File: src/rtl/vector_mem_sequencer_if.sv
// Pipeline/RAM bundle for the vector memory sequencer: MEM-stage request,
// RAM access bus and write-back results.
interface vector_mem_sequencer_if #(
  parameter int ADDR_W = 19,
  parameter int DATA_W = 16,
  parameter int LANES  = 16
);
  logic                      start_load;
  logic                      start_store;
  logic [ADDR_W-1:0]         base_addr;
  logic [4:0]                rd_in;
  logic [LANES*DATA_W-1:0]   store_data;
  logic [DATA_W-1:0]         mem_q;
  logic [ADDR_W-1:0]         mem_addr;
  logic [DATA_W-1:0]         mem_wdata;
  logic                      mem_wren;
  logic                      stall;
  logic                      load_valid;
  logic [4:0]                load_rd;
  logic [LANES*DATA_W-1:0]   load_data;

  modport master (
    output start_load, start_store, base_addr, rd_in, store_data, mem_q,
    input  mem_addr, mem_wdata, mem_wren, stall, load_valid, load_rd, load_data
  );

  modport slave (
    input  start_load, start_store, base_addr, rd_in, store_data, mem_q,
    output mem_addr, mem_wdata, mem_wren, stall, load_valid, load_rd, load_data
  );
endinterface

File: src/rtl/vector_mem_sequencer.sv
// MEM-stage sequencer: splits one vector load/store into LANES scalar RAM
// accesses, stalling the pipeline and assembling loaded lanes for write-back.
module vector_mem_sequencer #(
  parameter int ADDR_W = 19,
  parameter int DATA_W = 16,
  parameter int LANES  = 16
) (
  input logic                  clk,
  input logic                  rst,
  vector_mem_sequencer_if.slave bus
);
  localparam int IDX_W = $clog2(LANES);

  typedef enum logic [2:0] {
    S_IDLE,
    S_LOAD,
    S_TAIL,
    S_STORE,
    S_DONE
  } state_t;

  state_t                   state_q, state_d;
  logic [IDX_W-1:0]         idx_q, idx_d;
  logic [ADDR_W-1:0]        base_q, base_d;
  logic [4:0]               rd_q, rd_d;
  logic [LANES*DATA_W-1:0]  snap_q, snap_d;
  logic [LANES*DATA_W-1:0]  buf_q;
  logic                     is_load_q, is_load_d;
  logic                     cap_en;
  logic [IDX_W-1:0]         cap_lane;

  always_ff @(posedge clk or negedge rst) begin
    if (!rst) begin
      state_q   <= S_IDLE;
      idx_q     <= '0;
      base_q    <= '0;
      rd_q      <= '0;
      snap_q    <= '0;
      buf_q     <= '0;
      is_load_q <= 1'b0;
    end else begin
      state_q   <= state_d;
      idx_q     <= idx_d;
      base_q    <= base_d;
      rd_q      <= rd_d;
      snap_q    <= snap_d;
      is_load_q <= is_load_d;
      if (cap_en) buf_q[DATA_W*int'(cap_lane) +: DATA_W] <= bus.mem_q;
    end
  end

  always_comb begin
    state_d        = state_q;
    idx_d          = idx_q;
    base_d         = base_q;
    rd_d           = rd_q;
    snap_d         = snap_q;
    is_load_d      = is_load_q;
    cap_en         = 1'b0;
    // RAM read data lags its address by one cycle, so lane idx-1 lands now;
    // idx has wrapped to 0 in TAIL, which makes this lane LANES-1 there.
    cap_lane       = idx_q - IDX_W'(1);
    bus.stall      = 1'b0;
    bus.mem_addr   = '0;
    bus.mem_wdata  = '0;
    bus.mem_wren   = 1'b0;
    bus.load_valid = 1'b0;

    case (state_q)
      S_IDLE: begin
        if (bus.start_load || bus.start_store) begin
          bus.stall = rst;
          base_d    = bus.base_addr;
          rd_d      = bus.rd_in;
          snap_d    = bus.store_data;
          idx_d     = '0;
          is_load_d = bus.start_load;
          state_d   = bus.start_load ? S_LOAD : S_STORE;
        end
      end
      S_LOAD: begin
        bus.stall    = 1'b1;
        bus.mem_addr = base_q + ADDR_W'(idx_q);
        cap_en       = (idx_q != '0);
        idx_d        = idx_q + IDX_W'(1);
        if (idx_q == IDX_W'(LANES - 1)) state_d = S_TAIL;
      end
      S_TAIL: begin
        bus.stall = 1'b1;
        cap_en    = 1'b1;
        state_d   = S_DONE;
      end
      S_STORE: begin
        bus.stall     = 1'b1;
        bus.mem_addr  = base_q + ADDR_W'(idx_q);
        bus.mem_wdata = snap_q[DATA_W*int'(idx_q) +: DATA_W];
        bus.mem_wren  = 1'b1;
        idx_d         = idx_q + IDX_W'(1);
        if (idx_q == IDX_W'(LANES - 1)) state_d = S_DONE;
      end
      S_DONE: begin
        bus.load_valid = is_load_q;
        state_d        = S_IDLE;
      end
      default: state_d = S_IDLE;
    endcase
  end

  assign bus.load_rd   = rd_q;
  assign bus.load_data = buf_q;
endmodule

File: src/flat_wrapper.sv
// flat-port wrapper written by rule: the top's interface ports become plain ports
module vector_mem_sequencer_flat 
#(
  parameter int ADDR_W = 19,
  parameter int DATA_W = 16,
  parameter int LANES  = 16
)
  (clk, rst, bus_start_load, bus_start_store, bus_base_addr, bus_rd_in, bus_store_data, bus_mem_q, bus_mem_addr, bus_mem_wdata, bus_mem_wren, bus_stall, bus_load_valid, bus_load_rd, bus_load_data);
  vector_mem_sequencer_if #(.ADDR_W(ADDR_W), .DATA_W(DATA_W), .LANES(LANES)) bus_i ();
  input logic clk;
  input logic rst;
  input wire logic [$bits(bus_i.start_load)-1:0] bus_start_load;
  input wire logic [$bits(bus_i.start_store)-1:0] bus_start_store;
  input wire logic [$bits(bus_i.base_addr)-1:0] bus_base_addr;
  input wire logic [$bits(bus_i.rd_in)-1:0] bus_rd_in;
  input wire logic [$bits(bus_i.store_data)-1:0] bus_store_data;
  input wire logic [$bits(bus_i.mem_q)-1:0] bus_mem_q;
  output wire logic [$bits(bus_i.mem_addr)-1:0] bus_mem_addr;
  output wire logic [$bits(bus_i.mem_wdata)-1:0] bus_mem_wdata;
  output wire logic [$bits(bus_i.mem_wren)-1:0] bus_mem_wren;
  output wire logic [$bits(bus_i.stall)-1:0] bus_stall;
  output wire logic [$bits(bus_i.load_valid)-1:0] bus_load_valid;
  output wire logic [$bits(bus_i.load_rd)-1:0] bus_load_rd;
  output wire logic [$bits(bus_i.load_data)-1:0] bus_load_data;
  assign bus_i.start_load = bus_start_load;
  assign bus_i.start_store = bus_start_store;
  assign bus_i.base_addr = bus_base_addr;
  assign bus_i.rd_in = bus_rd_in;
  assign bus_i.store_data = bus_store_data;
  assign bus_i.mem_q = bus_mem_q;
  assign bus_mem_addr = bus_i.mem_addr;
  assign bus_mem_wdata = bus_i.mem_wdata;
  assign bus_mem_wren = bus_i.mem_wren;
  assign bus_stall = bus_i.stall;
  assign bus_load_valid = bus_i.load_valid;
  assign bus_load_rd = bus_i.load_rd;
  assign bus_load_data = bus_i.load_data;
  vector_mem_sequencer #(.ADDR_W(ADDR_W), .DATA_W(DATA_W), .LANES(LANES)) u_core (.clk(clk), .rst(rst), .bus(bus_i));
endmodule
File: config.mk
export PLATFORM = sky130hd
export DESIGN_NAME = vector_mem_sequencer_flat
export DESIGN_NICKNAME = d
export VERILOG_FILES = /design/src/rtl/vector_mem_sequencer_if.sv /design/src/rtl/vector_mem_sequencer.sv /design/src/flat_wrapper.sv
export SDC_FILE = /design/constraint.sdc
export NUM_CORES = 1
export LEC_CHECK = 0
export CAP_MARGIN = 20
export CELL_PAD_IN_SITES_DETAIL_PLACEMENT = 1
export CELL_PAD_IN_SITES_GLOBAL_PLACEMENT = 2
export CORE_ASPECT_RATIO = 1.2
export CORE_MARGIN = 4
export CORE_UTILIZATION = 31
export DETAILED_ROUTE_END_ITERATION = 7
export MAX_ROUTING_LAYER = met4
export PLACE_DENSITY = 0.76
export SLEW_MARGIN = 0
export SYNTH_ARGS = -nofsm -noshare
export SYNTH_HDL_FRONTEND = slang
export SYNTH_SLANG_ARGS = --single-unit
File: constraint.sdc
create_clock -name clk -period 4.7 [get_ports clk]
set_input_delay 0.47 -clock clk [delete_from_list [all_inputs] [get_ports clk]]
set_output_delay 0.47 -clock clk [all_outputs]
set_load 0.03 [all_outputs]
After elaboration in Yosys (flattened, before gate mapping)
Index checks and enable logic that the tools add are counted.
Word-level totals
  word-level logic and storage cells: 46
  input bits: 300
  register bits after elaboration: 544
Operators by class
  shift-type cells: 3
  equal/unequal tests: 8
  reductions and logical operators: 9
  muxes and demuxes: 15
  $add $sub $neg: 4
Operators with widths (number)
  256-bit bitwise mux: 1
  16-bit by 33-bit variable shift with 256-bit output (first input constant): 1
  16-bit by 33-bit variable part select with 256-bit output: 1
  256-bit by 9-bit variable part select with 16-bit output: 1
  8-bit negation with 33-bit output: 1
  19-bit by 4-bit adder with 19-bit output: 1
  19-bit two-way mux: 1
  16-bit two-way mux: 1
  3-bit case mux with 4 select lines: 1
  3-bit two-way mux: 3
  4-bit case mux with 2 select lines: 1
  3-bit by 2-bit equality test with 1-bit output (second input constant): 2
  2-bit by 1-bit != test with 1-bit output (second input constant): 3
  4-bit by 1-bit adder with 4-bit output (second input constant): 1
  4-bit equality test (second input constant): 1
  4-bit two-way mux: 1
  1-bit case mux with 2 select lines: 2
  2-bit AND reduction: 2
  4-bit nonzero test: 1
  4-bit by 1-bit subtractor with 4-bit output (second input constant): 1
  3-bit by 1-bit equality test with 1-bit output (second input constant): 1
  3-bit equality test (second input constant): 1
  3-bit logical NOT: 1
  1-bit two-way mux: 3
  6 further kinds: 6

Depth between registers and ports, before layout
  depth in word-level cells: 4
  mapped depth: 14
  depth with buffers taken out: 9

Worst setup path before layout
OpenSTA, ideal clock, no wires.
  kind: register to register
  start point: register u_core.idx_q[1]
  end point: register u_core.buf_q[10], in the netlist u_core.bus.load_data[10]
  buffers on the path: 5
  cell stages (with the launch flop): 14
  arrival: 3.716 ns
  library setup time: 0.119 ns
  slack: 0.865 ns
  clock period less this slack: 3.835 ns
  cell sequence: dfrtp_1 > clkbuf_1 > buf_1 > buf_1 > inv_1 > ha_1 > xor2_1 > nor2_1 > ha_1 > buf_1 > nor4_2 > nand2_1 > buf_2 > a21bo_2
Between the ends
  cells in the longest elaborated chain, start to end: 4
  elaborated cells between the ends (all ways): 7
  classes of those cells: add/sub (2); shift (2); mux (2); reduce/logical (1)
Ends and longest elaborated chain
  start: declaration: line vector_mem_sequencer.sv:23  | logic [IDX_W-1:0] idx_q, idx_d;
  start signal: assignment: line vector_mem_sequencer.sv:43  | idx_q <= idx_d;
  4-bit by 1-bit subtractor with 4-bit output: line vector_mem_sequencer.sv:62  | cap_lane = idx_q - IDX_W'(1);
  8-bit negation with 33-bit output: line vector_mem_sequencer.sv:48  | if (cap_en) buf_q[DATA_W*int'(cap_lane) +: DATA_W] <= bus.mem_q;
  16-bit by 33-bit variable part select with 256-bit output / 16-bit by 33-bit variable shift with 256-bit output (equally long branches): line vector_mem_sequencer.sv:48
  256-bit bitwise mux: line vector_mem_sequencer.sv:48
  end signal: indexed assignment: line vector_mem_sequencer.sv:48
  end: declaration: line vector_mem_sequencer.sv:27  | logic [LANES*DATA_W-1:0] buf_q;
Parallel ways exist; a longest one is shown, timed or not.
A chain may end at the register's enable or synchronous reset.

Final worst setup path
  start point: register u_core.idx_q[0]
  end point: output bus_mem_wdata[5]
Between the ends
  cells in the longest elaborated chain, start to end: 2
Ends and longest elaborated chain
  256-bit by 9-bit variable part select with 16-bit output: line vector_mem_sequencer.sv:96  | bus.mem_wdata = snap_q[DATA_W*int'(idx_q) +: DATA_W];
  16-bit two-way mux: line vector_mem_sequencer.sv:69  | case (state_q)
  end: declaration: line flat_wrapper.sv:19  | output wire logic [$bits(bus_i.mem_wdata)-1:0] bus_mem_wdata;
No other way between the ends.

==> results.sh <==
export IMPL_cts_buffers=60
export IMPL_nNetsFinal=3211
export IMPL_core_sq_um=77900
export IMPL_switchingPower_w=0.0110
export IMPL_antenna_found_initial=28
export IMPL_rr_worst_depth=8
export IMPL_skew_ns=0.0158
export IMPL_wl_per_cell_microns=22.5
export IMPL_critPathKind="register to output port"
export IMPL_syn_cell_area_sq_um=24400
export IMPL_port_buffer_count=598
export IMPL_fmax_mhz=234
export IMPL_max_slew_worst_pin_slew_ns=0.979
export IMPL_syn_to_final_growth_pct=37.3
export IMPL_start_util=0.314
export IMPL_place_hpwl_microns=66800
export IMPL_start_kind="register"
export IMPL_synth_ff_type="dfrtp_1"
export IMPL_fin_cells=4004
export IMPL_dpl_cell_count=3861
export IMPL_synth_cells=2341
export IMPL_clkSinkCount=544
export IMPL_maxCapViolCount=0
export IMPL_p_clk_frac=0.186
export IMPL_ys_types=56
export IMPL_clk_pin_slew_ns=0.07
export IMPL_timing_slew_headroom=0.345
export IMPL_slew_violations=0
export IMPL_arrival_ns=3.81
export IMPL_required_ns=4.23
export IMPL_grt_pass1_vias=21294
export IMPL_drtIter0Drc=1015
export IMPL_avgSynthCellArea_sq_um=10.4
export IMPL_vias_per_cell=4.81
export IMPL_hold_viol_final=0
export IMPL_cts_htree_levels=2
export IMPL_pin_count=599
export IMPL_cp_end_kind="output port"
export IMPL_drive_gt1_frac=0.141
export IMPL_timing_final_crit_share=0.910
export IMPL_hp_class="input pin to register"
export IMPL_root_buffer="clkbuf_16"
export IMPL_grt_max_degree=146
export IMPL_synth_fp_nets=2653
export IMPL_yosys_warnings=0
export IMPL_ir_worst_vdd_uv=352
export IMPL_grt_pass1_wl_microns=136000
export IMPL_drc_errors=0
export IMPL_synth_seq_area_share=0.557
export IMPL_finalWeightedCongestion=0.841
export IMPL_synth_edf_count=0
export IMPL_rsz0062_at_grt="no"
export IMPL_rows=112
export IMPL_ys_seq_elements=544
export IMPL_p_leak_nw=15.8
export IMPL_die_area_sq_um=83400
export IMPL_swShare=0.428
export IMPL_postCtsSetupRepairBufs=0
export IMPL_hold_depth=3
export IMPL_p_per_area_nw_per_um2=763
export IMPL_seq_area_sq_um=13600
export IMPL_first_pass_iters=5
export IMPL_gr_total_overflow=0
export IMPL_cts_buffer_depth=3
export IMPL_route_antenna_remaining_nets=0
export IMPL_power_frac_comb=0.495
export IMPL_ctsResizeCount=0
export IMPL_setup_violations=0
export IMPL_status="finished, final reports clean"
export IMPL_chipHeight_microns=316
export IMPL_die_x_microns=264
export IMPL_n_fill_cell=8592
export IMPL_multi_input_area_sq_um=9950
export IMPL_worstSkewPairLatency_ns=0.61
export IMPL_final_util=0.431
export IMPL_crit_fanout=36
export IMPL_wl_microns=90100
export IMPL_p_int_w=0.0146
export IMPL_period_needed_ns=4.28
export IMPL_async_flop_share=1.00
export IMPL_num_vias=19259
export IMPL_seq_power_share=0.318
export IMPL_grt_use_total=0.217
export IMPL_tritoncts="yes"
export IMPL_fin_setup_tns_ns=0
registers in the layout, indices dropped and copies added, names as in the netlist:
register and cells:
u_core.bus.load_data 256, u_core.snap_q 256, u_core.base_q 19, u_core.bus.load_rd 5, u_core.idx_q 4, u_core.state_q 3
u_core.is_load_q 1
metrics by stage:
step                      setup WS (ns)  power (W)  area (sq um)  hold slack (ns)
after floorplan                   0.865     0.0157         24400            0.174
after global placement            0.932     0.0207         31500            0.453
after detailed placement          0.872     0.0211         31500            0.459
after CTS                         0.186     0.0260         33500            0.335
after global routing              0.133     0.0272         33600            0.361
final                             0.422     0.0256         33600            0.385
cells in the mapped netlist, drive strengths merged, types with 2 or more instances:
cell type,instances,area share
nand2,931,0.14
dfrtp,544,0.56
mux2,176,0.081
nor2,112,0.018
mux2i,96,0.039
clkbuf,93,0.014
inv,73,0.011
mux4,64,0.059
buf,45,0.012
nand4,22,0.0068
nand3,18,0.0061
and2,17,0.0044
a21bo,16,0.0066
a21oi,16,0.0033
o22ai,16,0.0041
o21ai,14,0.0029
ha,11,0.0056
xnor2,8,0.0029
or3,7,0.0018
and4b,6,0.0025
nor3,6,0.0017
nand2b,5,0.0013
nor2b,5,0.0013
nor3b,5,0.0015
o31ai,5,0.0015
or4,4,0.0012
a211oi,3,0.00092
and4,3,0.0011
a21o,2,0.00061
and3,2,0.00051
xor2,2,0.00072
kinds of logic after synthesis:
family | Yosys count | synth area share
buffers and inverters | 211 | 0.0371
multiplexers | 336 | 0.179
adder cells (fa/ha/maj) | 12 | 0.00645
AND/OR/NAND/NOR | 1148 | 0.193
flip-flops | 544 | 0.557
AO/OA/AOI/OAI | 79 | 0.0228
XOR/XNOR | 11 | 0.00456
placed cells by master (no fill, tap or decap), types with 17 or more instances in the layout:
cell / n
inv_1: 72
clkbuf_16: 61
dfrtp_1: 542
nor2_1: 110
nand4_1: 19
clkdlybuf4s50_1: 597
mux2i_1: 96
diode_2: 29
buf_4: 27
and2_1: 17
mux2_2: 176
mux4_2: 64
nand2_1: 931
routing by layer:
| layer | share of wire | GRT usage | up-vias |
|---|---|---|---|
| met2 | 0.51 | 0.376 | 583 |
| met1 | 0.39 | 0.251 | 9751 |
| met3 | 0.076 | 0.0642 | 119 |
| met5 | 0 | - | - |
| met4 | 0.023 | 0.0483 | 0 |
| li1 | - | - | 8806 |
critical path: stages (launching register included):
cell             delay (ns)
dfrtp_4                0.56
buf_4                  0.65
mux4_2                 0.60
mux2i_1                0.44
o22ai_1                0.18
clkdlybuf4s50_1        0.70
area by class of cell:
class	count	share of cell area
sequential	544	0.406
timing repair buffer	634	0.189
multi-input combinational	1586	0.296
antenna	29	0.00216
clock buffer	90	0.0529
clock inverter	22	0.00682
tap	1026	0.0383
inverter	73	0.00817
final timing paths:
path,start,end,slack (ns)
hold reg to reg,u_core.snap_q[184],u_core.snap_q[184],0.47
max in group asynchronous,rst,u_core.bus.load_data[109],2.83
setup / recovery,u_core.idx_q[0],bus_mem_wdata[5],0.42
min in group asynchronous,rst,u_core.bus.load_data[187],0.42
setup reg to reg,u_core.idx_q[1],u_core.bus.load_data[40],0.99
hold / removal,bus_store_data[65],u_core.snap_q[65],0.39
repair_timing:
item,CTS,global route
endpoints found under the hold margin,67,0
hold buffers,1,0
setup endpoints to repair,0,0
power groups by stage:
| stage | clock network, W | logic, W | registers, W |
|---|---|---|---|
| global route | 0.00512 | 0.0137 | 0.00839 |
| detailed placement | 0 | 0.0129 | 0.00824 |
| global placement | 0 | 0.0126 | 0.00812 |
| CTS | 0.00492 | 0.0129 | 0.00817 |
| floorplan | 0 | 0.00621 | 0.00950 |
| finish | 0.00477 | 0.0127 | 0.00815 |
Note: power is estimated with default switching activity, not from simulation.
